**config.mk**
```make
export PLATFORM = sky130hd
export DESIGN_NAME = depp_mailbox
export DESIGN_NICKNAME = d
export VERILOG_FILES = /design/src/rtl/depp_mailbox_pkg.sv /design/src/rtl/depp_mailbox_sync_fifo.sv /design/src/rtl/depp_mailbox.sv
export SDC_FILE = /design/constraint.sdc
export NUM_CORES = 1
export LEC_CHECK = 0
export CORE_ASPECT_RATIO = 0.7
export CORE_MARGIN = 2
export CORE_UTILIZATION = 30
export DETAILED_ROUTE_END_ITERATION = 10
export HOLD_SLACK_MARGIN = 0.05
export PLACE_DENSITY_LB_ADDON = 0.2
export SYNTH_ARGS = -nofsm -noshare
export SYNTH_HDL_FRONTEND = slang
export SYNTH_SLANG_ARGS = --single-unit
```
**constraint.sdc**
```tcl
create_clock -name clk -period 11.2 [get_ports clk]
set_input_delay 2.24 -clock clk [delete_from_list [all_inputs] [get_ports clk]]
set_output_delay 2.24 -clock clk [all_outputs]
set_load 0.01 [all_outputs]
```
**src/rtl/depp_mailbox_pkg.sv**
```systemverilog
`default_nettype none
// ============================================================================
// Module      : depp_mailbox_pkg
// Description : Register map, bit positions and defaults for depp_mailbox.
// Revision    : 1.0 - initial release
// ============================================================================
package depp_mailbox_pkg;

    localparam logic [7:0] ADDR_ID       = 8'h00;
    localparam logic [7:0] ADDR_CTRL     = 8'h01;
    localparam logic [7:0] ADDR_STATUS   = 8'h02;
    localparam logic [7:0] ADDR_TX_COUNT = 8'h03;
    localparam logic [7:0] ADDR_TX_DATA  = 8'h04;
    localparam logic [7:0] ADDR_RX_DATA  = 8'h05;
    localparam logic [7:0] ADDR_RX_ACK   = 8'h06;
    localparam logic [7:0] ADDR_ERR_CLR  = 8'h07;
    localparam logic [7:0] ADDR_SCRATCH0 = 8'h08;
    localparam logic [7:0] ADDR_SCRATCH7 = 8'h0F;

    localparam int CTRL_TX_EN    = 0;
    localparam int CTRL_FLUSH    = 1;

    localparam int STAT_TX_FULL  = 0;
    localparam int STAT_TX_EMPTY = 1;
    localparam int STAT_RX_FULL  = 2;
    localparam int STAT_TX_OVF   = 3;
    localparam int STAT_TX_EN    = 4;

    localparam logic [7:0] DEFAULT_ID = 8'hA5;

    // Scratch bytes occupy the aligned 8-byte window starting at 0x08.
    function automatic logic is_scratch(input logic [7:0] a);
        return (a[7:3] == ADDR_SCRATCH0[7:3]);
    endfunction

endpackage
`default_nettype wire

```
**src/rtl/depp_mailbox_sync_fifo.sv**
```systemverilog
`default_nettype none
// ============================================================================
// Module      : sync_fifo
// Description : Single-clock first-word fall-through FIFO with flush.
// Revision    : 1.0 - initial release
// ============================================================================
module sync_fifo #(
    parameter int WIDTH = 8,
    parameter int DEPTH = 16
) (
    input  logic                     clk,
    input  logic                     rst,
    input  logic                     flush,
    input  logic                     push,
    input  logic [WIDTH-1:0]         push_data,
    input  logic                     pop,
    output logic [WIDTH-1:0]         head,
    output logic                     empty,
    output logic                     full,
    output logic [$clog2(DEPTH):0]   count
);

    localparam int AW = $clog2(DEPTH);

    logic [WIDTH-1:0] r_mem [DEPTH];
    logic [AW-1:0]    r_wr_ptr;
    logic [AW-1:0]    r_rd_ptr;
    logic [AW:0]      r_count;
    logic             w_do_push;
    logic             w_do_pop;

    // Fullness is judged on the registered count, so a same-cycle pop never frees a slot.
    assign w_do_push = push & ~full;
    assign w_do_pop  = pop & ~empty;

    always_ff @(posedge clk) begin
        if (rst || flush) begin
            r_wr_ptr <= '0;
            r_rd_ptr <= '0;
            r_count  <= '0;
        end else begin
            if (w_do_push) r_wr_ptr <= r_wr_ptr + 1'b1;
            if (w_do_pop)  r_rd_ptr <= r_rd_ptr + 1'b1;
            case ({w_do_push, w_do_pop})
                2'b10:   r_count <= r_count + 1'b1;
                2'b01:   r_count <= r_count - 1'b1;
                default: r_count <= r_count;
            endcase
        end
    end

    always_ff @(posedge clk) begin
        if (w_do_push && !flush && !rst) begin
            r_mem[r_wr_ptr] <= push_data;
        end
    end

    assign empty = (r_count == '0);
    assign full  = (r_count == (AW+1)'(DEPTH));
    assign count = r_count;
    assign head  = empty ? '0 : r_mem[r_rd_ptr];

endmodule
`default_nettype wire

```
**src/rtl/depp_mailbox.sv**
```systemverilog
`default_nettype none
// ============================================================================
// Module      : depp_mailbox
// Description : DEPP register/mailbox block: TX FIFO stream out, RX byte in.
// Revision    : 1.0 - initial release
// ============================================================================
module depp_mailbox
    import depp_mailbox_pkg::*;
#(
    parameter int         TX_DEPTH = 16,
    parameter logic [7:0] ID_VAL   = DEFAULT_ID
) (
    input  logic       clk,
    input  logic       rst,
    input  logic       we,
    input  logic [7:0] addr,
    input  logic [7:0] din,
    output logic [7:0] dout,
    output logic       tx_valid,
    output logic [7:0] tx_data,
    input  logic       tx_ready,
    input  logic       rx_in_valid,
    input  logic [7:0] rx_in_data,
    output logic       rx_in_ready
);

    localparam int CW = $clog2(TX_DEPTH) + 1;

    logic         r_tx_en;
    logic         r_tx_ovf;
    logic         r_rx_full;
    logic [7:0]   r_rx_data;
    logic [7:0]   r_scratch [8];

    logic         w_wr_ctrl;
    logic         w_wr_txdata;
    logic         w_wr_rxack;
    logic         w_wr_errclr;
    logic         w_wr_scratch;
    logic         w_flush;
    logic         w_pop;
    logic         w_rx_take;
    logic         w_fifo_empty;
    logic         w_fifo_full;
    logic [7:0]   w_fifo_head;
    logic [CW-1:0] w_fifo_count;
    logic [7:0]   w_status;

    assign w_wr_ctrl    = we && (addr == ADDR_CTRL);
    assign w_wr_txdata  = we && (addr == ADDR_TX_DATA);
    assign w_wr_rxack   = we && (addr == ADDR_RX_ACK);
    assign w_wr_errclr  = we && (addr == ADDR_ERR_CLR);
    assign w_wr_scratch = we && is_scratch(addr);
    assign w_flush      = w_wr_ctrl && din[CTRL_FLUSH];

    assign tx_valid    = ~w_fifo_empty & r_tx_en;
    assign tx_data     = w_fifo_head;
    assign w_pop       = tx_valid & tx_ready;
    assign rx_in_ready = ~r_rx_full;
    assign w_rx_take   = rx_in_valid & ~r_rx_full;

    sync_fifo #(
        .WIDTH (8),
        .DEPTH (TX_DEPTH)
    ) u_tx_fifo (
        .clk       (clk),
        .rst       (rst),
        .flush     (w_flush),
        .push      (w_wr_txdata),
        .push_data (din),
        .pop       (w_pop),
        .head      (w_fifo_head),
        .empty     (w_fifo_empty),
        .full      (w_fifo_full),
        .count     (w_fifo_count)
    );

    always_ff @(posedge clk) begin
        if (rst) begin
            r_tx_en   <= 1'b0;
            r_tx_ovf  <= 1'b0;
            r_rx_full <= 1'b0;
            r_rx_data <= 8'h00;
            for (int i = 0; i < 8; i++) r_scratch[i] <= 8'h00;
        end else begin
            if (w_wr_ctrl) r_tx_en <= din[CTRL_TX_EN];

            // A rejected push outranks a simultaneous clear.
            if (w_wr_txdata && w_fifo_full) r_tx_ovf <= 1'b1;
            else if (w_wr_errclr)           r_tx_ovf <= 1'b0;

            // rx_in_ready was 0 whenever an ack can matter, so capture and ack never collide on a full mailbox.
            if (w_rx_take) begin
                r_rx_data <= rx_in_data;
                r_rx_full <= 1'b1;
            end else if (w_wr_rxack) begin
                r_rx_full <= 1'b0;
            end

            if (w_wr_scratch) r_scratch[addr[2:0]] <= din;
        end
    end

    always_comb begin
        w_status                = 8'h00;
        w_status[STAT_TX_FULL]  = w_fifo_full;
        w_status[STAT_TX_EMPTY] = w_fifo_empty;
        w_status[STAT_RX_FULL]  = r_rx_full;
        w_status[STAT_TX_OVF]   = r_tx_ovf;
        w_status[STAT_TX_EN]    = r_tx_en;
    end

    always_comb begin
        dout = 8'h00;
        if (is_scratch(addr)) begin
            dout = r_scratch[addr[2:0]];
        end else begin
            case (addr)
                ADDR_ID:       dout = ID_VAL;
                ADDR_CTRL:     dout = {7'b0, r_tx_en};
                ADDR_STATUS:   dout = w_status;
                ADDR_TX_COUNT: dout = 8'(w_fifo_count);
                ADDR_RX_DATA:  dout = r_rx_data;
                default:       dout = 8'h00;
            endcase
        end
    end

endmodule
`default_nettype wire

```
==> results of run 1 <==
==> worst min-delay path: cells and delay by family (launching register included) <==
family          cells  cell delay (ns)
flops               1             0.33
compound gates      1             0.06
simple gates        1             0.06
==> worst min path at each step <==
stage	from	end	slack [ns]	cells past startpoint
after detailed placement	r_rx_data[2]	r_rx_data[2]	0.47	2
after global placement	r_rx_data[5]	r_rx_data[5]	0.47	2
final	r_rx_data[2]	r_rx_data[2]	0.50	2
after global routing	r_rx_data[2]	r_rx_data[2]	0.50	2
after CTS	r_rx_data[2]	r_rx_data[2]	0.48	2
after floorplan	r_rx_data[6]	r_rx_data[6]	0.44	2
==> logic make-up (layout without fill, tap and decap cells) <==
group / after synthesis / count (layout) / share of synthesized area, %
muxes: 76 / 76 / 14.3
DFF: 220 / 220 / 66.2
and+or+nand+nor: 202 / 202 / 11.4
buffers and inverters: 39 / 100 / 2.20
AOI/OAI and AO/OA: 57 / 57 / 3.94
adders and majority gates: 9 / 9 / 1.18
xor gates and xnor gates: 9 / 9 / 0.825
==> area by class of cell <==
type                       count  area (um^2)  share of cell area (%)
clock buffer                  29          619                    5.54
clock inverter                14          138                    1.23
inverter                       5         18.8                   0.168
multi-input combinational    353         3040                    27.2
sequential                   220         6330                    56.6
tap                          420          526                    4.70
timing repair buffer          52          505                    4.52
==> routing by layer <==
metal | GRT usage (%) | vias to the layer above
met3 | 2.13 | 26
li1 | - | 2437
met1 | 20.7 | 2759
met4 | 2.48 | 0
met5 | 0 | -
met2 | 20.8 | 111
==> placed cells by master, fill, tap and decap left out, types with 21 or more instances in the layout <==
cell / netlist / final
nand2_1: 31 / 31
a21oi_1: 21 / 21
clkbuf_16: 0 / 24
mux4_2: 48 / 48
edfxtp_1: 192 / 192
mux2i_1: 27 / 27
nor2_1: 37 / 37
clkdlybuf4s50_1: 0 / 46
and2_1: 66 / 66
dfxtp_1: 28 / 27
==> sequential cells by signal, indices dropped and copies added, names as in the netlist, named ones only <==
signal / count
u_tx_fifo.r_rd_ptr: 4
r_rx_data: 8
r_tx_en: 1
r_scratch: 64
r_tx_ovf: 1
u_tx_fifo.count: 5
u_tx_fifo.r_wr_ptr: 4
r_rx_full: 1
u_tx_fifo.r_mem: 128
==> power by group <==
part	switching [W]	total, W	internal (W)	leakage (nW)
clock	0.000319	0.000762	0.000442	0.365
sequential	0.00000635	0.000910	0.000904	1.98
combinational	0.0000420	0.0000692	0.0000272	1.19
total	0.000368	0.00174	0.00137	3.54
==> per-stage QoR <==
step                total power, W  area, um^2
floorplan                 0.000958        9560
global placement          0.000995       10400
detailed placement        0.000997       10400
CTS                        0.00176       11200
global route               0.00180       11200
finish                     0.00174       11200
==> results by group, run 1 <==
Detailed routing
  • Via density: a little under 5
  • First-iteration detailed-routing DRC count: roughly 490
  • Routed wl met2: 10200 um
  • # DRC: 0
  • Post-Route M1 WL: 11300 um
  • Avg WL per Cell: around 21 um
  • Routed wire length: between 20000 and 25000 um
  • DRT Pass-1 Iters: 4
  • Total number of vias: between 5000 and 6000
  • Highest metal layer with signal wires: met4
  • Metal3 WL: 938 um
  • ANT nets after route: 0

Timing
  • Slew at the pin with the worst max-slew slack: 1.23 ns
  • Setup TNS: 0 ns
  • Tcrit/Tclk final: around 63%
  • Final Hold Fails: 0
  • Max_slew headroom: 17.6%
  • Setup Skew: approximately 0.024 ns
  • Final Max Tran Viols: 0
  • PnR worst setup slack: between 4 and 5 ns
  • Unrepaired setup endpoints after global routing: false
  • Final setup violation count: 0
  • FMAX: between 100 and 150 MHz
  • Final hold slack: 0.495 ns
  • Minimum clock period: about 7 ns

Floorplanning
  • Chip width: around 220 um
  • Starting density of the core: a little under a third
  • Die ar.: between 30000 and 40000 um^2
  • Chip height: roughly 150 um
  • Core area: around 31000 um^2
  • Placement Rows: 54
  • IO Pins: 47

Pwr
  • Leak: about 3.5 nW
  • Power Dens Cells: ~160 nW/um^2
  • Worst vdd ir: approximately 87 uV

Setup path
  • R2R Path Start: u_tx_fifo.count[1]
  • Critical path origin: addr[2]
  • RR Endpoint: u_tx_fifo.count[4]
  • CP arrival: ~4.8 ns
  • Most frequent cell on the critical path: clkdlybuf4s50_1
  • Slowest CP cell: clkdlybuf4s50_1
  • CP delay by family, top: buffers and inverters
  • Worst setup EP type: output pin
  • Maximum fanout along the worst path: 19
  • Reg2reg setup slack: 7.19 ns
  • Req. time, crit path: 8.96 ns
  • FF-to-FF path depth: 11
  • Crit path depth: 6
  • Crit-path cells: clkdlybuf4s50_1, and2_1, nor2b_1, a221oi_1, a211oi_1, clkdlybuf4s50_1
  • CP Class: in2out
  • Slowest stage delay, CP: 1.00 ns
  • Crit path to: dout[4]
  • CP Launch Type: input port
  • Critical path buffer and inverter count: 2

Cells and area
  • ANT cells: 0
  • Fin cells: between 1000 and 1500
  • Post-layout util: ~36%
  • Synthesis-to-layout area growth: 16.9%
  • Layout fillers: a little under 3000
  • Layout Nets: around 700
  • Layout cells sized above 1: around 17%

Clocking
  • Clock Root Buffer: clkbuf_16
  • Skew-Pair Late Insertion Delay: between 0.5 and 0.6 ns
  • CTS tree: built
  • Num CTS Buffers: 24
  • Post_cts resized: 0
  • Post-CTS Hold Fix Bufs: 0
  • Clock tree sinks: 220
  • Clk slew on worst S/H paths: 0.06 ns
  • Postcts setup bufs: 0
  • Max H-tree Level: 1
  • CTS Buffer Depth: 3

Global routing
  • Vias in the first global route: roughly 5300
  • Largest net degree at the start of global routing: 33
  • Total gr overflow: 0
  • Total GRT Usage: 13.7%
  • First-pass GRT wire length: about 34000 um
  • Initial antenna violation count: 1

Logic synthesis
  • Post-Syn Area: ~9600 um^2
  • Top cells by area, synth: edfxtp_1 (60%), mux4_2 (11%), dfxtp_1 (5.9%)
  • Post-Synthesis Cells: 612
  • Asr flop ratio synth: 0%
  • Sequential area share after synthesis: between 60% and 70%
  • Post-Synthesis Net Count: 650
  • Leading area contributor after synthesis: edfxtp_1
  • Post-synth top cells: edfxtp_1 (192), and2_1 (66), mux4_2 (48), nor2_1 (37), nand2_1 (31)
  • EDFF count, synth: around 190
  • Yosys Warn Count: 0
  • #FFs+latches synth: 220
  • Distinct cells, synth: 53
  • Prevailing post-synth register cell: edfxtp_1
  • Synth top area share: roughly 60%
  • Count leader, synth: edfxtp_1
  • Syn avg cell area: between 15 and 20 um^2

Status
  • Status: complete, no violations

Place
  • Final GP Congestion: roughly 0.80
  • Port Buffer Count: 46
  • Pre-CTS WS: roughly 4.2 ns
  • Hpwl dp: about 15000 um
  • Placed insts: 1050

Min path
  • HP Class: reg2reg

Flow run
  • Max cap viols: 0
Note: power is estimated with default switching activity, not from simulation.
==> run 2, diff against run 1 <==
clock period = 6.9 ns   (was 11.2 ns; I/O delays follow)
==> run 2 against run 1 <==
Against the previous run:
- combinational power grew 60%
- cell area is essentially flat
- sequential power rose by 63%
- sequential share of layout area hardly changed
- global-route usage is 0.18 points lower
- register-to-register slack got worse by 3.7 ns
- cell count increased by 0.46%
- worst hold slack lost 0.0053 ns
- clock power up 56%
- total power up 60%
- sequential cell count unchanged
- critical path type unchanged
- largest cell class unchanged
- highest routed layer unchanged
==> results by group, run 2 (same netlist as run 1, synthesis figures left out) <==
Setup path
  • Crit-path cells: clkdlybuf4s50_1, buf_4, mux4_2, mux2i_1, a211oi_1, clkdlybuf4s50_1
  • Slowest stage delay, CP: 1.18 ns (+0.18 ns)
  • Most frequent cell on the critical path: clkdlybuf4s50_1
  • Slowest CP cell: clkdlybuf4s50_1
  • Maximum fanout along the worst path: 19 (unchanged)
  • CP arrival: 4.19 ns (-0.59 ns)
  • CP Class: in2out
  • Worst setup EP type: output pin
  • CP Launch Type: input port
  • Req. time, crit path: 5.52 ns (-3.44 ns)

Detailed routing
  • Routed wl met2: 10200 um (+0.30%)
  • # DRC: 0 (unchanged)
  • Highest metal layer with signal wires: met4
  • Via density: 4.83 (-0.96%)
  • DRT Pass-1 Iters: 4 (unchanged)
  • Metal3 WL: 1020 um (+8.7%)
  • First-iteration detailed-routing DRC count: 585 (+21%)
  • Post-Route M1 WL: 10900 um (-3.4%)
  • Total number of vias: 5306 (-0.51%)
  • Avg WL per Cell: 20.4 um (-1.6%)
  • Routed wire length: 22500 um (-1.1%)
  • ANT nets after route: 0 (unchanged)

Pwr
  • Reg power frac: 53.2% (+0.9 points)
  • Worst vdd ir: 153 uV (+76%)
  • Power Dens Cells: 249 nW/um^2 (+60%)
  • Leak: 3.56 nW (+0.58%)
  • Combinational share of power: 4.0% (about the same)
  • Internal: 0.00221 W (+61%)
  • Clock power share: 42.8% (-1.0 points)
  • P_sw: 0.000575 W (+56%)
  • Sw frac: 20.7% (-0.47 points)

Clocking
  • CTS tree: built
  • Num CTS Buffers: 24 (unchanged)
  • Post_cts resized: 0 (unchanged)
  • Clk slew on worst S/H paths: 0.06 ns (about the same)
  • Skew-Pair Late Insertion Delay: 0.51 ns (about the same)
  • Max H-tree Level: 1 (unchanged)
  • Clock tree sinks: 220 (unchanged)
  • Post-CTS Hold Fix Bufs: 0 (unchanged)
  • Postcts setup bufs: 0 (unchanged)
  • Clock Root Buffer: clkbuf_16
  • CTS Buffer Depth: 3 (unchanged)

Timing
  • Final Hold Fails: 0 (unchanged)
  • Unrepaired setup endpoints after global routing: false
  • FMAX: approximately 180 MHz
  • Tcrit/Tclk final: about 81%
  • Final setup violation count: 0 (unchanged)
  • Setup Skew: 0.0123 ns (-0.0112 ns)
  • Setup TNS: 0 ns (unchanged)
  • Minimum clock period: 5.57 ns
  • Final Max Tran Viols: 0 (unchanged)
  • Slew at the pin with the worst max-slew slack: 1.23 ns (-0.000201 ns)
  • Max_slew headroom: 17.5% (-0.13 points)

Floorplanning
  • IO Pins: 47 (unchanged)
  • Core area: 31300 um^2 (unchanged)
  • Placement Rows: 54 (unchanged)
  • Die ar.: 33300 um^2 (unchanged)
  • Chip height: 153 um (unchanged)
  • Chip width: 217 um (unchanged)
  • Starting density of the core: 30.6% (unchanged)

Global routing
  • Vias in the first global route: 5334 (unchanged)
  • Total GRT Usage: 13.5% (-0.18 points)
  • Largest net degree at the start of global routing: 33 (unchanged)
  • Total gr overflow: 0 (unchanged)
  • First-pass GRT wire length: 33500 um (-1.5%)
  • Initial antenna violation count: 0 (-1)

Place
  • Final GP Congestion: 0.806 (+0.93%)
  • Hpwl dp: 14900 um (+2.6%)
  • Placed cell areas: 10400 um^2 (+0.22%)
  • Port Buffer Count: 46 (unchanged)

Cells and area
  • Layout fillers: 2891 (-0.72%)
  • Leading cell type in the layout, fill and taps excluded: edfxtp_1
  • Max FFs per register: 128 (unchanged)
  • Post-layout util: 35.7% (about the same)
  • Final instance area: 11200 um^2 (about the same)
  • ANT cells: 0 (unchanged)
  • Reg with most FFs: u_tx_fifo.r_mem
  • Layout cells sized above 1: 16.4% (-0.27 points)
  • Layout Nets: 699 (+0.72%)
  • Most frequent cells in the layout: edfxtp_1 (192), and2_1 (66), mux4_2 (48)
  • Largest registers: u_tx_fifo.r_mem (128), r_scratch (64), r_rx_data (8)
  • Synthesis-to-layout area growth: 16.8% (about the same)

Status
  • Status: complete, no violations

Min path
  • HP Class: reg2reg

Flow run
  • Max cap viols: 0 (unchanged)
[run 2: changes by cell type in the layout (fill, tap and decap cells not counted)]
cell | before | now
buf_4 | 6 | 11
clkinv_1 | 4 | 7
nor3_1 | 5 | 8
nor3_2 | 3 | 0
clkinvlp_4 | 2 | 0
bufinv_16 | 2 | 1
clkbuf_16 | 24 | 25
clkinv_8 | 1 | 0
inv_6 | 0 | 1
inv_8 | 1 | 0
[run 2: per-layer routing]
metal | vias up | global-route usage, %
li1 | 2447 | -
met1 | 2703 | 20.1
met2 | 135 | 20.7
met3 | 21 | 2.21
met4 | 0 | 2.87
met5 | - | 0
[run 2: cell type report]
| cell class | instances | area, um^2 | area share, % |
|---|---|---|---|
| clock inverter | 13 | 85.1 | 0.762 |
| tap | 420 | 526 | 4.71 |
| inverter | 5 | 18.8 | 0.168 |
| multi-input combinational | 353 | 3020 | 27.1 |
| clock buffer | 30 | 644 | 5.77 |
| timing repair buffer | 57 | 543 | 4.86 |
| sequential | 220 | 6330 | 56.7 |
[run 2: critical path: cells and delay by family]
family | cells | cell delay, ns
buf+inv | 3 | 2.00
mux | 2 | 0.69
compound gates | 1 | 0.11
[run 2: stage by stage]
stage / hold slack [ns] / total power [W] / instances / setup WS [ns]
4_1_cts: 0.486 / 0.00281 / 1098 / 1.23
3_3_place_gp: 0.467 / 0.00162 / 1055 / 1.32
5_1_grt: 0.520 / 0.00288 / 1098 / 1.10
6_report: 0.490 / 0.00278 / 1098 / 1.33
3_5_place_dp: 0.477 / 0.00162 / 1055 / 1.23
2_1_floorplan: 0.436 / 0.00155 / 612 / 2.50
[run 2: path summary, 6_finish.rpt]
kind	startpoint	to	cells past startpoint	slack [ns]
setup reg to reg	u_tx_fifo.count[1]	u_tx_fifo.count[3]	10	3.47
hold / removal	r_rx_data[7]	r_rx_data[7]	2	0.49
hold reg to reg	r_rx_data[7]	r_rx_data[7]	2	0.49
setup / recovery	addr[0]	dout[1]	6	1.33
[run 2: power by group through the flow]
stage               clock, W  combinational (W)  sequential [W]
global placement           0           0.000110         0.00151
floorplan                  0          0.0000558         0.00150
global route         0.00128           0.000121         0.00148
finish               0.00119           0.000111         0.00148
CTS                  0.00122           0.000114         0.00148
detailed placement         0           0.000113         0.00151
==> run 3, diff against run 2 <==
clock period = 5.4 ns   (was 6.9 ns; I/O delays follow)
==> run 3 against run 2 <==
Against the previous run:
- critical path depth did not move
- first-iteration DRC count fell by 27%
- register-to-register slack got worse by 1.2 ns
- sequential cell count did not move
- wire length fell by 1.9%
- sequential share of layout area fell by 0.13 points
- sequential power rose by 28%
- non-clock buffer count rose by 1
- utilization rose by 0.092 points
- combinational power rose by 29%
- largest power group unchanged
==> results by group, run 3 (same netlist as run 1, synthesis figures left out) <==
Status
  • Status: complete, no violations

Clocking
  • Postcts setup bufs: 0 (unchanged)
  • CTS Buffer Depth: 3 (unchanged)
  • Num CTS Buffers: 24 (unchanged)
  • Post_cts resized: 0 (unchanged)
  • Post-CTS Hold Fix Bufs: 0 (unchanged)
  • Max H-tree Level: 1 (unchanged)
  • Clk slew on worst S/H paths: 0.06 ns (about the same)
  • Clock Root Buffer: clkbuf_16
  • Skew-Pair Late Insertion Delay: 0.51 ns (about the same)
  • CTS tree: built
  • Clock tree sinks: 220 (unchanged)

Detailed routing
  • Via density: 4.86 (+0.62%)
  • DRT Pass-1 Iters: 5 (+1)
  • First-iteration detailed-routing DRC count: 428 (-27%)
  • Avg WL per Cell: 20.1 um (-1.9%)
  • ANT nets after route: 0 (unchanged)
  • Routed wire length: 22000 um (-1.9%)
  • # DRC: 0 (unchanged)
  • Total number of vias: 5334 (+0.53%)

Place
  • Placed cell areas: 10400 um^2 (about the same)
  • Placed insts: 1056 (+0.095%)
  • Port Buffer Count: 46 (unchanged)
  • Final GP Congestion: 0.814 (+0.95%)
  • Hpwl dp: 14900 um (about the same)

Pwr
  • Power Dens Cells: 322 nW/um^2 (+29%)
  • Leak: 3.57 nW (+0.21%)
  • Tot Pwr: 0.00361 W (+30%)
  • Worst vdd ir: 171 uV (+12%)

Setup path
  • RR Endpoint: u_tx_fifo.count[3]
  • CP Launch Type: input port
  • R2R Path Start: u_tx_fifo.count[1]
  • FF-to-FF path depth: 9 (-1)
  • Slowest CP cell: mux4_2
  • Req. time, crit path: 4.32 ns (-1.20 ns)
  • CP delay by family, top: buffers and inverters
  • Crit-path cells: clkdlybuf4s50_1, buf_4, mux4_2, a32o_1, a22o_1, clkdlybuf4s50_1
  • Maximum fanout along the worst path: 31 (+12)
  • CP Class: in2out
  • Reg2reg setup slack: 2.23 ns (-1.24 ns)
  • CP arrival: 3.42 ns (-0.77 ns)
  • Crit path to: dout[6]
  • Crit path depth: 6 (unchanged)
  • Most frequent cell on the critical path: clkdlybuf4s50_1
  • Critical path origin: addr[0]
  • Critical path buffer and inverter count: 3 (unchanged)
  • Worst setup EP type: output pin
  • Slowest stage delay, CP: 0.56 ns (-0.62 ns)

Floorplanning
  • IO Pins: 47 (unchanged)
  • Core area: 31300 um^2 (unchanged)
  • Placement Rows: 54 (unchanged)
  • Die ar.: 33300 um^2 (unchanged)
  • Starting density of the core: 30.6% (unchanged)
  • Chip width: 217 um (unchanged)
  • Chip height: 153 um (unchanged)

Cells and area
  • Layout fillers: 2926 (+1.2%)
  • Synthesis-to-layout area growth: 17.1%
  • ANT cells: 0 (unchanged)
  • Max FFs per register: 128 (unchanged)
  • Leading cell type in the layout, fill and taps excluded: edfxtp_1
  • Layout Nets: 700 (+0.14%)
  • Most frequent cells in the layout: edfxtp_1 (192), and2_1 (66), mux4_2 (48)
  • Register Area: 6330 um^2 (about the same)
  • Fin cells: 1097 (-0.091%)
  • Reg with most FFs: u_tx_fifo.r_mem
  • Multi-input logic area: 3020 um^2 (unchanged)
  • Layout cells sized above 1: 16.8% (+0.47 points)
  • Final instance area: 11200 um^2 (+0.26%)
  • Largest registers: u_tx_fifo.r_mem (128), r_scratch (64), r_rx_data (8)

Timing
  • Final Max Tran Viols: 0 (unchanged)
  • Slew at the pin with the worst max-slew slack: 1.17 ns (-0.0681 ns)
  • Final setup violation count: 0 (unchanged)
  • Tcrit/Tclk final: a little over four fifths
  • Setup TNS: 0 ns (unchanged)
  • Setup Skew: 0.0123 ns (-0.0000180 ns)
  • Unrepaired setup endpoints after global routing: false
  • FMAX: roughly 220 MHz
  • Minimum clock period: 4.50 ns
  • Max_slew headroom: 22.1% (+4.6 points)
  • Final Hold Fails: 0 (unchanged)

Min path
  • HP Class: reg2reg

Flow run
  • Max cap viols: 0 (unchanged)

Global routing
  • Total gr overflow: 0 (unchanged)
  • Initial antenna violation count: 1 (+1)
  • Largest net degree at the start of global routing: 33 (unchanged)
  • Total GRT Usage: 13.3% (-0.19 points)
  • Vias in the first global route: 5465 (+2.5%)
  • First-pass GRT wire length: 33900 um (+0.93%)
## run 3: changes by cell type in the layout (fill, tap and decap cells not counted), sizes merged
cell,previous run,this run
clkbuf,30,28
clkinv,11,9
clkinvlp,0,2
buf,11,12
bufinv,1,2
inv,6,5
## run 3: how the worst min path moves through the flow
stage,start,end,cells after the start
after detailed placement,r_rx_data[2],r_rx_data[2],2
after floorplan,r_rx_data[6],r_rx_data[6],2
after global placement,r_rx_data[7],r_rx_data[7],2
final,r_rx_data[2],r_rx_data[2],2
after CTS,r_rx_data[2],r_rx_data[2],2
after global routing,r_rx_data[5],r_rx_data[5],2
## run 3: through the flow
step / hold WS, ns / setup slack [ns] / util, %
global route: 0.502 / 0.752 / 35.8
CTS: 0.469 / 0.872 / 35.8
floorplan: 0.436 / 1.30 / -
global placement: 0.457 / 0.883 / 33.4
detailed placement: 0.462 / 0.874 / 33.4
finish: 0.474 / 0.898 / 35.8
## run 3: routing by layer
metal	up-vias	wire length [um]	track usage (%)
met5	-	0	0
met4	0	434	3.16
met3	35	773	1.87
met2	92	9570	19.7
met1	2763	11200	20.5
li1	2444	-	-
## run 3: area by class of cell
cell class	count	share of cell area, %
clock buffers	28	5.69
clock inverters	13	1.01
inverters	5	0.168
multi-input cells	353	27.0
flip-flops and latches	220	56.5
well taps	420	4.69
repair buffers	58	4.92
## run 3: report_power, final
| group | internal (W) | switching (W) | total [W] |
|---|---|---|---|
| logic | 0.0000571 | 0.0000861 | 0.000143 |
| clock network | 0.000931 | 0.000646 | 0.00158 |
| registers | 0.00188 | 0.0000136 | 0.00189 |
## run 3: tightest hold or removal path, stage by stage (launching register included)
cell,delay (ns)
dfxtp_1,0.32
nand2_1,0.05
a21oi_1,0.05
